### src/rtl/counter_scheduler.sv
// counter_scheduler: shares one external up/down counter among NUM_REQ requesters.
// A winner's job loads the counter with its start value, steps it len times
// (up or down), then reports the final count on result with a done pulse.
// Arbitration is round-robin by default; define COUNTER_SCHEDULER_FIXED_PRIO_EN
// for fixed priority where the lowest requester index always wins.
module counter_scheduler #(
    parameter int WIDTH   = 8,
    parameter int NUM_REQ = 4,
    parameter int LEN_W   = 8
) (
    input  logic                     clk,
    input  logic                     reset,
    input  logic [NUM_REQ-1:0]       req,
    input  logic [NUM_REQ-1:0]       req_dir,
    input  logic [NUM_REQ*WIDTH-1:0] req_init,
    input  logic [NUM_REQ*LEN_W-1:0] req_len,
    output logic [NUM_REQ-1:0]       grant,
    output logic [NUM_REQ-1:0]       done,
    output logic [WIDTH-1:0]         result,
    output logic                     busy,
    output logic                     cnt_load,
    output logic [WIDTH-1:0]         cnt_init,
    output logic                     cnt_up,
    output logic                     cnt_down,
    input  logic [WIDTH-1:0]         cnt_value
);

    localparam int IDX_W = (NUM_REQ > 1) ? $clog2(NUM_REQ) : 1;

    typedef enum logic [1:0] {IDLE, LOAD, RUN, DONE} state_t;

    state_t             state, next_state;
    logic [IDX_W-1:0]   ptr;
    logic [IDX_W-1:0]   win;
    logic [IDX_W-1:0]   cand;
    logic [IDX_W-1:0]   owner;
    logic [IDX_W-1:0]   owner_next;
    logic [NUM_REQ-1:0] owner_onehot;
    logic               job_dir;
    logic [LEN_W-1:0]   job_len;
    logic [LEN_W-1:0]   remain, next_remain;
    logic               accept;
    logic [WIDTH-1:0]   win_init;

    assign accept       = (state == IDLE) && (|req);
    assign owner_next   = (state == IDLE) ? win : owner;
    assign owner_onehot = NUM_REQ'(1) << owner_next;
    assign win_init     = WIDTH'(req_init >> (int'(win) * WIDTH));

    // Winner search; later (lower-priority) candidates are overwritten by earlier ones.
    always_comb begin
        win  = '0;
        cand = '0;
`ifdef COUNTER_SCHEDULER_FIXED_PRIO_EN
        for (int i = NUM_REQ - 1; i >= 0; i--) begin
            cand = IDX_W'(i);
            if (req[cand]) win = cand;
        end
`else
        for (int i = NUM_REQ; i >= 1; i--) begin
            cand = IDX_W'((int'(ptr) + i) % NUM_REQ);
            if (req[cand]) win = cand;
        end
`endif
    end

    // Next-state and step-count bookkeeping.
    always_comb begin
        next_state  = state;
        next_remain = remain;
        case (state)
            IDLE: if (|req) next_state = LOAD;
            LOAD: begin
                if (job_len != '0) begin
                    next_state  = RUN;
                    next_remain = job_len;
                end else begin
                    next_state = DONE;
                end
            end
            RUN: begin
                if (remain == LEN_W'(1)) next_state = DONE;
                else                     next_remain = remain - LEN_W'(1);
            end
            DONE:    next_state = IDLE;
            default: next_state = IDLE;
        endcase
    end

    // Job parameters captured when a request is accepted; later input changes are ignored.
    always_ff @(posedge clk) begin
        if (accept) begin
            owner   <= win;
            job_dir <= req_dir[win];
            job_len <= LEN_W'(req_len >> (int'(win) * LEN_W));
        end
    end

    // State, arbitration pointer and registered outputs decoded from the next state.
    always_ff @(posedge clk or negedge reset) begin
        if (!reset) begin
            state    <= IDLE;
            remain   <= '0;
            ptr      <= IDX_W'(NUM_REQ - 1);
            grant    <= '0;
            done     <= '0;
            result   <= '0;
            busy     <= 1'b0;
            cnt_load <= 1'b0;
            cnt_init <= '0;
            cnt_up   <= 1'b0;
            cnt_down <= 1'b0;
        end else begin
            state    <= next_state;
            remain   <= next_remain;
            if (accept) ptr <= win;
            grant    <= (next_state != IDLE) ? owner_onehot : '0;
            done     <= (next_state == DONE) ? owner_onehot : '0;
            busy     <= (next_state != IDLE);
            cnt_load <= (next_state == LOAD);
            cnt_init <= (next_state == LOAD) ? win_init : '0;
            cnt_up   <= (next_state == RUN) && job_dir;
            cnt_down <= (next_state == RUN) && !job_dir;
            // The last step lands on the edge entering DONE, so the final count is read in DONE.
            if (state == DONE) result <= cnt_value;
        end
    end

endmodule

### config.mk
export PLATFORM = sky130hd
export DESIGN_NAME = counter_scheduler
export DESIGN_NICKNAME = d
export VERILOG_FILES = /design/src/rtl/counter_scheduler.sv
export SDC_FILE = /design/constraint.sdc
export NUM_CORES = 1
export LEC_CHECK = 0
export CORE_MARGIN = 2
export CORE_UTILIZATION = 45
export CTS_BUF_LIST = sky130_fd_sc_hd__clkbuf_8
export CTS_CLUSTER_SIZE = 24
export DETAILED_ROUTE_END_ITERATION = 16
export GPL_TIMING_DRIVEN = 0
export PLACE_DENSITY_LB_ADDON = 0.05
export SYNTH_ARGS = -nofsm -noshare
export SYNTH_HDL_FRONTEND = slang
export SYNTH_SLANG_ARGS = --single-unit
### constraint.sdc
create_clock -name clk -period 2.62 [get_ports clk]
set_clock_uncertainty 0.1 [all_clocks]
set_input_delay 0.393 -clock clk [delete_from_list [all_inputs] [get_ports clk]]
set_output_delay 0.393 -clock clk [all_outputs]
set_load 0.01 [all_outputs]
# Yosys cells after proc, flatten, opt, wreduce, memory -nomap -nowiden
# Cells that the tools add are included.
# Widths: inputs -> output; s select.
[op_classes]
n_addsub = 5
n_mux = 25
magnitude_cmp = 5
n_shift = 3
eq_ne = 9
n_reduce_logical = 10
[op_table]
columns = ["cell", "count"]
rows = [
  ["$shr 32x5->8", 2],
  ["$mux 8", 3],
  ["$pmux 8 s2", 1],
  ["$lt 2x3->1 const B", 5],
  ["$mux 2", 7],
  ["$bmux 1 s2", 5],
  ["$eq 2x2->1 const B", 4],
  ["$eq 8x1->1 const B", 1],
  ["$mux 4", 2],
  ["$pmux 2 s4", 1],
  ["$reduce_bool 8->1", 1],
  ["$sub 8x1->8 const B", 1],
  ["$mux 1", 6],
  ["$add 2x1->2 const B", 2],
  ["$add 2x2->2 const B", 2],
  ["$eq 2x1->1 const B", 2],
  ["$ne 2x2->1 const B", 2],
  ["$reduce_bool 2->1", 2],
  ["$reduce_or 4->1", 1],
  ["$shl 1x2->4 const A", 1],
  ["$logic_and 1x1->1", 3],
  ["$reduce_and 3->1", 1],
  ["$logic_not 2->1", 1],
  ["$logic_not 1->1", 1],
]
[word_totals]
inputBits = 82
output_inout_bits = 28
reg_bits = 51
word_cells = 71

# Longest topological paths before layout
[logic_depth]
depth_word = 10
depth_mapped = 8

# Worst setup path before layout
# Ideal clock, no wire load.
[synth_path]
kind = "reg2reg"
startpoint = "register state[0]"
endpoint = "register remain[7]"
synth_period_minus_slack_ns = 1.853
path_stages_with_launch = 7
arrival_time_ns = 1.627
setup_slack_ns = 0.767
setup_ns = 0.126
path_cell_list = "dfrtp_1 inv_1 ha_1 clkbuf_1 buf_1 nor2_1 a221o_1"
[synth_between]
elab_chain_cells = 3
[synth_lines]
columns = ["element", "line", "rtl"]
rows = [
  ["from (decl)", "32", "state_t state, next_state;"],
  ["from (signal assigned)", "114", "state <= next_state;"],
  ["$eq 2x2->1 / $eq 2x1->1 (equally long branches)", "71", "case (state)"],
  ["$ne 2x2->1 (no source line) / $reduce_bool 2->1 (equally long branches)", "-", ""],
  ["$reduce_and 3->1 (no source line)", "-", ""],
  ["to (signal assigned)", "115", "remain <= next_remain;"],
  ["to (decl)", "41", "logic [LEN_W-1:0] remain, next_remain;"],
]
# Parallel ways exist; a longest one is shown, timed or not.
# A chain may end at the register's enable or synchronous reset.

# Worst setup path in the final report
# Ends and elaborated chain as after synthesis.

==> results.md <==
* Reg-to-Reg Start: state[0]$_DFF_PN0_
* Fmax at about 450 MHz
* CTS Hold Bufs at 0
* Critical path fanouts, max at 10
* Pwr dens at about 390 nW/um^2
* Synth Cell Area at about 2800 um^2
* Layout cell share with drive strength beyond 1 at 0.125
* Antenna diodes at 0
* # IOs at 110
* Layout area overhead at 45.8%
* FFs w/ async S/R, synth at 0.784
* CTS tree: done
* Die Ht at roughly 83 um
* NumNets Final at roughly 450
* Final worst setup slack at 0.420 ns
* Antenna violations before repair at 0
* Relative slew slack at 0.417
* Synth top area cells: dfrtp_1 (34%), mux2i_1 (14%), edfxtp_1 (12%)
* EDFF count, synth at 11
* Worst Path Arrival at between 2 and 2.5 ns
* Port bufs at around 110
* Clock sinks at 51
* Clock Path Buffers at 2
* Die width at between 80 and 90 um
* Flop2flop setup slack at around 0.42 ns
* CP peak stage delay at between 0.4 and 0.5 ns
* Synth Area in Adders at 0.0314
* CTS buffer count at 5
* Vias at ~2.3k
* Placed Cells at 427
* Setup crit start kind: register
* DRC violations left at 0
* Initial Util at 0.468
* CTS H-tree lvls at 2
* Seq/Total Area, Yosys at 0.479
* Commonest cells post-synth: dfrtp_1 (38), mux2i_1 (38), nand2_1 (18), nor2_1 (18), a21oi_1 (16)
* Pre-Repair DR Iteration Count at 5
* Critical path required time at 2.71 ns
* Synth Area in Compound Gates at 0.148
* Clk_lat worst skew at 0.31 ns
* Initial DRC count at just over 60
* Main combinational cell family by area after synthesis: multiplexers
* Post-synthesis simple-gate area fraction at 0.120
* Yosys reg bits at roughly 50
* CP Capture Type: register
* Netlist cell types at between 40 and 50
* Die Area at between 6000 and 7000 um^2
* # rows at 28
* WL/cell at about 15 um
* Non-Filler Instances at 435
* Predominant post-synthesis flop cell: dfrtp_1
* Area share of the largest cell type after synthesis at 0.341
* Area leader, netlist: dfrtp_1
* Hold Path Class: input port to asynchronous set/reset pin
* CP max stage cell: dfrtp_1
* Xor/xnor cell area share of the yosys netlist at 0
* Vias in the first global route at 2157
* Postcts setup bufs at 0
* Post-CTS resize count at 0
* CP delay by family, top: buffers and inverters
* Pins Over Slew Limit at 0
* WS Path Type: register to register
* Antenna-violating nets left at 0
* Final min period at approximately 2.2 ns
* Worst path buffer plus inverter count at 3
* GRT overflow at 0
* Number of setup violations in the final report at 0
* Total core area at a little under 6000 um^2
* Detailed Place HPWL at around 4900 um
* MaxCap Viol Count at 0
* Final estimated routing congestion in global placement at 0.818
* Syn nets at roughly 330
* Outcome: complete, no violations
* CTS root buf: clkbuf_8
* Setup TNS Final at 0 ns
* Worst-path cell chain: inv_1, ha_1, clkbuf_1, buf_1, nor2_1, a221o_1
* Pre-CTS setup slack at ~0.15 ns
* Gr usage total at 0.194
* Synthesized area per cell at between 10 and 15 um^2
* CP Depth at 6
* IR drop worst, VDD at roughly 0.21 mV
* Unrepaired setup endpoints after global routing: no
* Via density at around 5.3
* Fillers at 489
* Hold Vio Cnt, Final at 0
* Mux cell area share after synthesis at 0.169
* Fin crit share at 0.840
* WL final at roughly 6400 um
* Leak at 1.73 nW
* Clk pin slew, worst setup/hold paths at 0.10 ns
* Post-synthesis cell count at roughly 240
* Worst Tran Pin Value at around 0.87 ns
* First-pass GRT wire length at 10100 um
* Yosys warnings at 0
* Reg2reg path depth at 6
* Largest net degree at the start of global routing at between 40 and 50
* R2R Path End: remain[7]$_DFFE_PN0P_
-- worst max-delay path by stage --
stage,start,slack [ns],endpoint
2_1_floorplan,state[0]$_DFF_PN0_,0.77,remain[7]$_DFFE_PN0P_
4_1_cts,state[0]$_DFF_PN0_,0.44,remain[7]$_DFFE_PN0P_
5_1_grt,state[0]$_DFF_PN0_,0.21,remain[1]$_DFFE_PN0P_
3_3_place_gp,reset,0.06,cnt_init[5]$_DFF_PN0_
6_report,state[0]$_DFF_PN0_,0.42,remain[7]$_DFFE_PN0P_
3_5_place_dp,req[3],0.15,job_len[7]$_DFFE_PP_
-- layout make-up --
class | instances | area [um^2] | area share
inverter | 13 | 53.8 | 0.0132
clock inverter | 3 | 28.8 | 0.00708
sequential | 51 | 1330 | 0.328
clock buffer | 5 | 68.8 | 0.0169
tap | 75 | 93.8 | 0.0231
buffer | 13 | 95.1 | 0.0234
multi-input combinational | 166 | 1300 | 0.321
timing repair buffer | 109 | 1090 | 0.267
-- registers in the layout, indices dropped and copies added (netlist names) --
signal	flops
cnt_init	8
done	4
state	2
remain	8
job_dir	1
cnt_down	1
ptr	2
busy	1
grant	4
job_len	8
owner	2
result	8
cnt_up	1
cnt_load	1
-- cell usage in the layout, fill, tap and decap left out, types with 8 or more instances in the layout --
cell type,n
mux2i_1,38
a221oi_2,8
inv_1,11
nor2_1,18
a21oi_1,16
nand2_1,18
mux2_2,8
dfrtp_1,38
edfxtp_1,11
o22a_1,8
clkdlybuf4s50_1,108
-- cell families (layout without fill, tap and decap cells) --
family	Yosys count	after routing
AO/OA/AOI/OAI	50	50
adder cells (fa/ha/maj)	7	7
buffers and inverters	26	143
flip-flops	51	51
multiplexers	46	46
AND/OR/NAND/NOR	63	63
-- power by group --
part           total [mW]  switching, mW  internal (mW)
Sequential          0.819        0.00204          0.817
Clock               0.480          0.282          0.198
Combinational       0.275          0.108          0.166
-- per-layer routing --
layer,routed length (um),track usage
met1,2740,0.250
met2,3290,0.332
met4,44,0.0443
met3,370,0.0446
met5,0,0
-- worst register-to-register path, stage by stage (launching register included) --
cell,delay [ns]
dfrtp_1,0.45
inv_1,0.13
ha_1,0.23
clkbuf_1,0.36
buf_1,0.43
nor2_1,0.10
a221o_1,0.28
-- stage by stage --
step,util,cell area (um^2),hold WS [ns],power (mW)
floorplan,-,2790,-0.00259,0.952
global placement,0.667,3970,0.330,1.11
detailed placement,0.666,3970,0.327,1.11
CTS,0.682,4060,0.124,1.59
global route,0.682,4060,0.174,1.64
finish,0.682,4060,0.0935,1.57
No activity file was read; power rests on OpenSTA's default activity.
